===== config.mk =====
export PLATFORM = sky130hd
export DESIGN_NAME = cpu_axi_bridge
export DESIGN_NICKNAME = d
export VERILOG_FILES = /design/src/rtl/cpu_axi_bridge.sv
export SDC_FILE = /design/constraint.sdc
export NUM_CORES = 1
export LEC_CHECK = 0
export ABC_AREA = 1
export BUFFER_PORTS_ARGS = -buffer_cell sky130_fd_sc_hd__buf_2
export CORE_AREA = 2 2 123 125
export DETAILED_ROUTE_END_ITERATION = 8
export DIE_AREA = 0 0 125 127
export PLACE_DENSITY = 0.84
export SLEW_MARGIN = 0
export SYNTH_ARGS = -nofsm -noshare
export SYNTH_HDL_FRONTEND = slang
export SYNTH_SLANG_ARGS = --single-unit

===== constraint.sdc =====
create_clock -name clk -period 5.65 [get_ports clk]
set_input_delay 0.2825 -clock clk [delete_from_list [all_inputs] [get_ports clk]]
set_output_delay 0.2825 -clock clk [all_outputs]
set_load 0.1 [all_outputs]

===== src/rtl/cpu_axi_bridge.sv =====
// cpu_axi_bridge: inst/data request-ack ports to a single-outstanding AXI master; CPU_AXI_BRIDGE_POSTED_WR_EN acks stores at AW/W acceptance
module cpu_axi_bridge #(
  parameter bit DATA_FIRST = 1'b1
) (
  input  logic        clk,
  input  logic        reset,
  input  logic        inst_req,
  input  logic [31:0] inst_addr,
  output logic        inst_addr_ok,
  output logic        inst_data_ok,
  output logic [31:0] inst_rdata,
  input  logic        data_req,
  input  logic        data_wr,
  input  logic [3:0]  data_wstrb,
  input  logic [31:0] data_addr,
  input  logic [31:0] data_wdata,
  output logic        data_addr_ok,
  output logic        data_data_ok,
  output logic [31:0] data_rdata,
  output logic [31:0] araddr,
  output logic        arvalid,
  input  logic        arready,
  input  logic [31:0] rdata,
  input  logic        rvalid,
  output logic        rready,
  output logic [31:0] awaddr,
  output logic        awvalid,
  input  logic        awready,
  output logic [31:0] wdata,
  output logic [3:0]  wstrb,
  output logic        wvalid,
  input  logic        wready,
  input  logic        bvalid,
  output logic        bready
);
`ifdef CPU_AXI_BRIDGE_POSTED_WR_EN
  localparam bit POSTED = 1'b1;
`else
  localparam bit POSTED = 1'b0;
`endif
  typedef enum logic [2:0] {IDLE, RD_ADDR, RD_DATA, WR_REQ, WR_RESP, DONE} state_t;
  state_t state;
  logic src_data, data_ok_r, gnt_data, gnt_inst, idle, wr_fire;
  logic [31:0] addr;
  assign idle = state == IDLE && !reset;
  assign gnt_data = data_req && (DATA_FIRST || !inst_req);
  assign gnt_inst = inst_req && !gnt_data;
  assign inst_addr_ok = idle && gnt_inst;
  assign data_addr_ok = idle && gnt_data;
  // AW and W each retire on their own handshake; leave once neither is still pending
  assign wr_fire = state == WR_REQ && (!awvalid || awready) && (!wvalid || wready);
  assign data_data_ok = data_ok_r || (POSTED && wr_fire);
  assign araddr = addr;
  assign awaddr = addr;
  always_ff @(posedge clk or posedge reset)
    if (reset) begin
      state <= IDLE;
      src_data <= 1'b0;
      addr <= '0;
      wdata <= '0;
      wstrb <= '0;
      arvalid <= 1'b0;
      rready <= 1'b0;
      awvalid <= 1'b0;
      wvalid <= 1'b0;
      bready <= 1'b0;
      inst_data_ok <= 1'b0;
      data_ok_r <= 1'b0;
      inst_rdata <= '0;
      data_rdata <= '0;
    end else begin
      inst_data_ok <= 1'b0;
      data_ok_r <= 1'b0;
      case (state)
        IDLE: if (inst_addr_ok || data_addr_ok) begin
          src_data <= gnt_data;
          addr <= gnt_data ? data_addr : inst_addr;
          if (gnt_data && data_wr) begin
            wdata <= data_wdata;
            wstrb <= data_wstrb;
            awvalid <= 1'b1;
            wvalid <= 1'b1;
            state <= WR_REQ;
          end else begin
            arvalid <= 1'b1;
            state <= RD_ADDR;
          end
        end
        RD_ADDR: if (arready) begin
          arvalid <= 1'b0;
          rready <= 1'b1;
          state <= RD_DATA;
        end
        RD_DATA: if (rvalid) begin
          rready <= 1'b0;
          if (src_data) data_rdata <= rdata;
          else inst_rdata <= rdata;
          inst_data_ok <= !src_data;
          data_ok_r <= src_data;
          state <= DONE;
        end
        WR_REQ: begin
          if (awready) awvalid <= 1'b0;
          if (wready) wvalid <= 1'b0;
          if (wr_fire) begin
            bready <= 1'b1;
            state <= WR_RESP;
          end
        end
        // posted stores were already acked, so B only gates the return to IDLE
        WR_RESP: if (bvalid) begin
          bready <= 1'b0;
          data_ok_r <= !POSTED;
          state <= POSTED ? IDLE : DONE;
        end
        default: state <= IDLE;
      endcase
    end
endmodule


### Yosys cells after proc, flatten, opt, wreduce, memory -nomap -nowiden

Index checks and enable logic that the tools add are counted.
Widths: inputs -> output; s select.

| word-level totals | value |
|---|---|
| word-level logic and storage cells | 87 |
| bits of input ports | 142 |
| bits in registers | 143 |

| cells by class | value |
|---|---|
| bitwise operators | 1 |
| eq/ne operators | 13 |
| mux-type cells | 29 |
| reduce and logical (&&, ||, !) cells | 30 |

Operators with widths:

| kind | number |
|---|---|
| $mux 32 | 1 |
| $mux 1 | 15 |
| $mux 3 | 5 |
| $pmux 3 s5 | 1 |
| $reduce_and 3->1 | 5 |
| $ne 2x2->1 const B | 7 |
| $pmux 1 s2 | 6 |
| $reduce_and 4->1 | 3 |
| $reduce_bool 2->1 | 4 |
| $logic_and 1x1->1 | 7 |
| $eq 3x2->1 const B | 2 |
| $logic_not 1->1 | 5 |
| $reduce_and 5->1 | 1 |
| $ne 2x1->1 const B | 2 |
| $eq 3x1->1 const B | 1 |
| $eq 3x3->1 const B | 1 |
| $logic_not 3->1 | 1 |
| $logic_or 1x1->1 | 3 |
| $mux 2 | 1 |
| $reduce_and 2->1 | 1 |
| $not 1->1 | 1 |

### Depth between registers and ports, before layout

| logic depth | value |
|---|---|
| depth after elaboration | 6 |
| mapped depth | 9 |
| mapped depth without buffers | 8 |

### Least setup slack after synthesis

No wires, ideal clock.

| path | value |
|---|---|
| path type | input to output |
| start | input port data_req |
| end | output port data_addr_ok |
| data required time | 5368 ps |
| cell stages on the path | 4 |
| buffers on the path | 2 |
| slack | 3863 ps |
| arrival | 1505 ps |
| cell sequence | buf_2 buf_1 nand2_1 inv_1 |

| on the way | value |
|---|---|
| cells in the longest elaborated chain, start to end | 1 |

RTL lines:

| element | RTL line | RTL |
|---|---|---|
| start, declared | 12 | `input logic data_req,` |
| $logic_and 1x1->1 | 49 | `assign data_addr_ok = idle && gnt_data;` |
| end, declared | 17 | `output logic data_addr_ok,` |

Every way passes these cells.

### Worst setup path in the final report

| path | value |
|---|---|
| start | register state[1] |
| end | register wdata[18] |

| on the way | value |
|---|---|
| cells in the longest elaborated chain, start to end | 5 |

RTL lines:

| element | RTL line | RTL |
|---|---|---|
| start, declared | 42 | `state_t state;` |
| start signal, assigned | 114 | `state <= POSTED ? IDLE : DONE;` |
| $logic_not 3->1 * | 45, 74 |  |
| $logic_and 1x1->1 | 45 | `assign idle = state == IDLE && !reset;` |
| $logic_and 1x1->1, on equally long branches | 48, 49 |  |
| $logic_or 1x1->1 | 75 | `IDLE: if (inst_addr_ok \|\| data_addr_ok) begin` |
| $reduce_and 3->1 (no source line) * | n/a |  |
| end signal, assigned | 79 | `wdata <= data_wdata;` |
| end, declared | 29 | `output logic [31:0] wdata,` |

Mark *: on every way between the ends. The rest lies on a longest branch, timed or not.
A chain may end at the register's enable or synchronous reset.

==> results_dict.tcl <==
set metrics [dict create \
    gp_routability_congestion 0.793 \
    via_per_inst 4.70 \
    io_pins 315 \
    synth_compound_area_share_pct 6.00 \
    synthAdderAreaFrac_pct 0 \
    cts_tree "yes" \
    rows 44 \
    cts_setup_buffers 0 \
    fin_nets 1100 \
    gr-total-overflow 0 \
    hold_ws_ns 0.0478 \
    setup_tns_ns 0 \
    min_period_ns 2.68 \
    drive_gt1_share_pct 40.4 \
    hold_buffers 0 \
    cts_made_buffers 17 \
    crit_path_start_kind "flip-flop" \
    path_max_fanout 39 \
    grt_start_max_net_pins 87 \
    finalMaxSlewViolations 0 \
    ant_nets 0 \
    multi_input_area_sq_um 1970 \
    syn-num-nets 826 \
    finalSetupViolations 0 \
    synth.area.mux_share_pct 5.82 \
    cts_num_sinks 143 \
    status "finished, final reports clean" \
    clkTransAtPathRegs_ns 0.06 \
    fillers 1264 \
    core_sq_um 14400 \
    die_w_um 125 \
    rsz0062_at_grt "false" \
    r2r-start "state[1]" \
    dr_total_vias 5434 \
    dieHeight_um 127 \
    yosysSeqAreaShare_pct 57.8 \
    synth_cells 684 \
    cts_root_buffer "clkbuf_16" \
    drv_cap 0 \
    ys_warn_count 0 \
    yosysUniqueCellTypes 21 \
    relSlewSlack_pct 35.9 \
    min_period_over_period_pct 47.5 \
    syn2layout_area_growth_pct 32.5 \
    endpoint_kind "flip-flop" \
    reg2reg_depth 9 \
    yosys.area_share.simple_pct 20.0 \
    antenna_found_initial 1 \
    regArea_sq_um 3580 \
    drt-initial-drc-count 319 \
    worst_pin_slew_ns 0.961 \
    clockBufferDepth 2 \
    finalHoldViolCount 0 \
    grt_pass1_vias 5197 \
    grt_usage_pct 20.9 \
    cts_resized 0 \
    skew_ns 0.00515 \
    synth_top_family_by_area "simple AND/OR/NAND/NOR gates" \
    clock_latency_ns 0.42 \
    fmax_mhz 372 \
    synth-xor-area-share_pct 0 \
    first_pass_iters 5 \
    drc 0 \
    worstReg2RegEnd "wdata[18]" \
    ys_seq_elements 143 \
    cp.required_ns 5.95 \
    start_util_pct 42.9 \
    crit_type "reg -> reg" \
    die-area_sq_um 15900 \
    ff2ff_setup_slack_ns 2.97 \
    wire_per_inst_um 14.4 \
    dp_hpwl_um 12200 \
    grt_pass1_wl_um 26100 \
    avgSynthCellArea_sq_um 9.05 \
    wirelength_um 16600 \
    io_buffer_count 314 \
    h-tree-depth 4 \
    min_path_type "in -> async" \
    netlist_area_sq_um 6190 \
    arrival_ns 2.99 \
]
==> sequential cells by signal, indices dropped and copies added, names as in the netlist, 3 cells and up <==
register,cells
araddr,32
inst_rdata,32
wdata,32
data_rdata,32
state,3
wstrb,4
==> stage by stage <==
| stage | std cells | instance area [sq um] | setup WS, ns | util (%) |
|---|---|---|---|---|
| floorplan | 684 | 6190 | 1.53 | - |
| global placement | 1123 | 7590 | 2.85 | 52.6 |
| detailed placement | 1123 | 7590 | 2.82 | 52.6 |
| CTS | 1155 | 8190 | 2.96 | 56.8 |
| global route | 1156 | 8200 | 2.68 | 56.8 |
| finish | 1156 | 8200 | 2.97 | 56.8 |
==> critical path: stages (launching register included) <==
cell,delay (ns)
dfrtp_1,0.44
nor2_2,0.16
nand2_2,0.11
nor2_4,0.11
o21ai_2,0.06
buf_4,0.28
nor2_4,0.67
inv_2,0.48
nand2_1,0.16
nand2_1,0.07
==> metal layers <==
metal / GRT usage [%] / vias up / part of all wire, %
met2: 35.2 / 251 / 49
met5: 0 / - / 0
li1: - / 2643 / -
met3: 6.03 / 31 / 8.2
met1: 24.9 / 2509 / 39
met4: 9.41 / 0 / 3.0
==> layout make-up <==
type	instances	area share, %
clock inverter	12	1.94
antenna	1	0.0305
clock buffer	20	5.45
tap	184	2.81
timing repair buffer	318	19.5
sequential	143	43.7
inverter	53	2.49
multi-input combinational	425	24.1
==> synthesized netlist by cell type (all sizes together) <==
master	count	area (sq um)
nor3	1	5.00
nor2	18	90.1
buf	56	415
inv	53	199
mux2	32	360
clkbuf	7	26.3
nand3	8	40.0
a21oi	5	25.0
dfrtp	143	3580
a21boi	1	7.51
nand2	293	1100
o21ai	67	339
==> cell usage in the layout (no fill, tap or decap) <==
master	netlist	final
a21boi_0	1	1
a21oi_1	5	5
buf_2	14	314
buf_4	32	4
bufinv_16	0	3
clkbuf_1	7	2
clkbuf_16	0	17
clkbuf_8	0	1
clkinv_2	0	1
clkinv_4	0	1
clkinvlp_4	0	5
dfrtp_1	143	143
diode_2	0	1
inv_1	51	50
inv_2	2	2
inv_6	0	3
mux2_2	32	32
nand2_1	292	290
nand2_2	1	3
nand3_1	8	8
nor2_1	13	13
nor2_2	3	3
nor2_4	2	2
nor3_1	1	1
o21ai_0	2	2
o21ai_1	64	64
o21ai_2	1	1
==> worst max path at each step <==
stage	start	to	slack (ns)	cells after the start
global route	state[1]	wdata[19]	2.68	9
finish	state[1]	wdata[18]	2.97	9
global placement	data_req	wdata[19]	2.85	7
CTS	state[1]	wdata[18]	2.96	9
detailed placement	data_req	wdata[14]	2.82	7
floorplan	reset	araddr[0]	1.53	1
==> cells by family after synthesis <==
group | Yosys count
AND/OR/NAND/NOR | 320
flip-flops | 143
buffers and inverters | 116
AO/OA/AOI/OAI | 73
multiplexers | 32
Power is not shown: default switching activity piles up to over one toggle a cycle in this logic, so the estimate is an artifact.
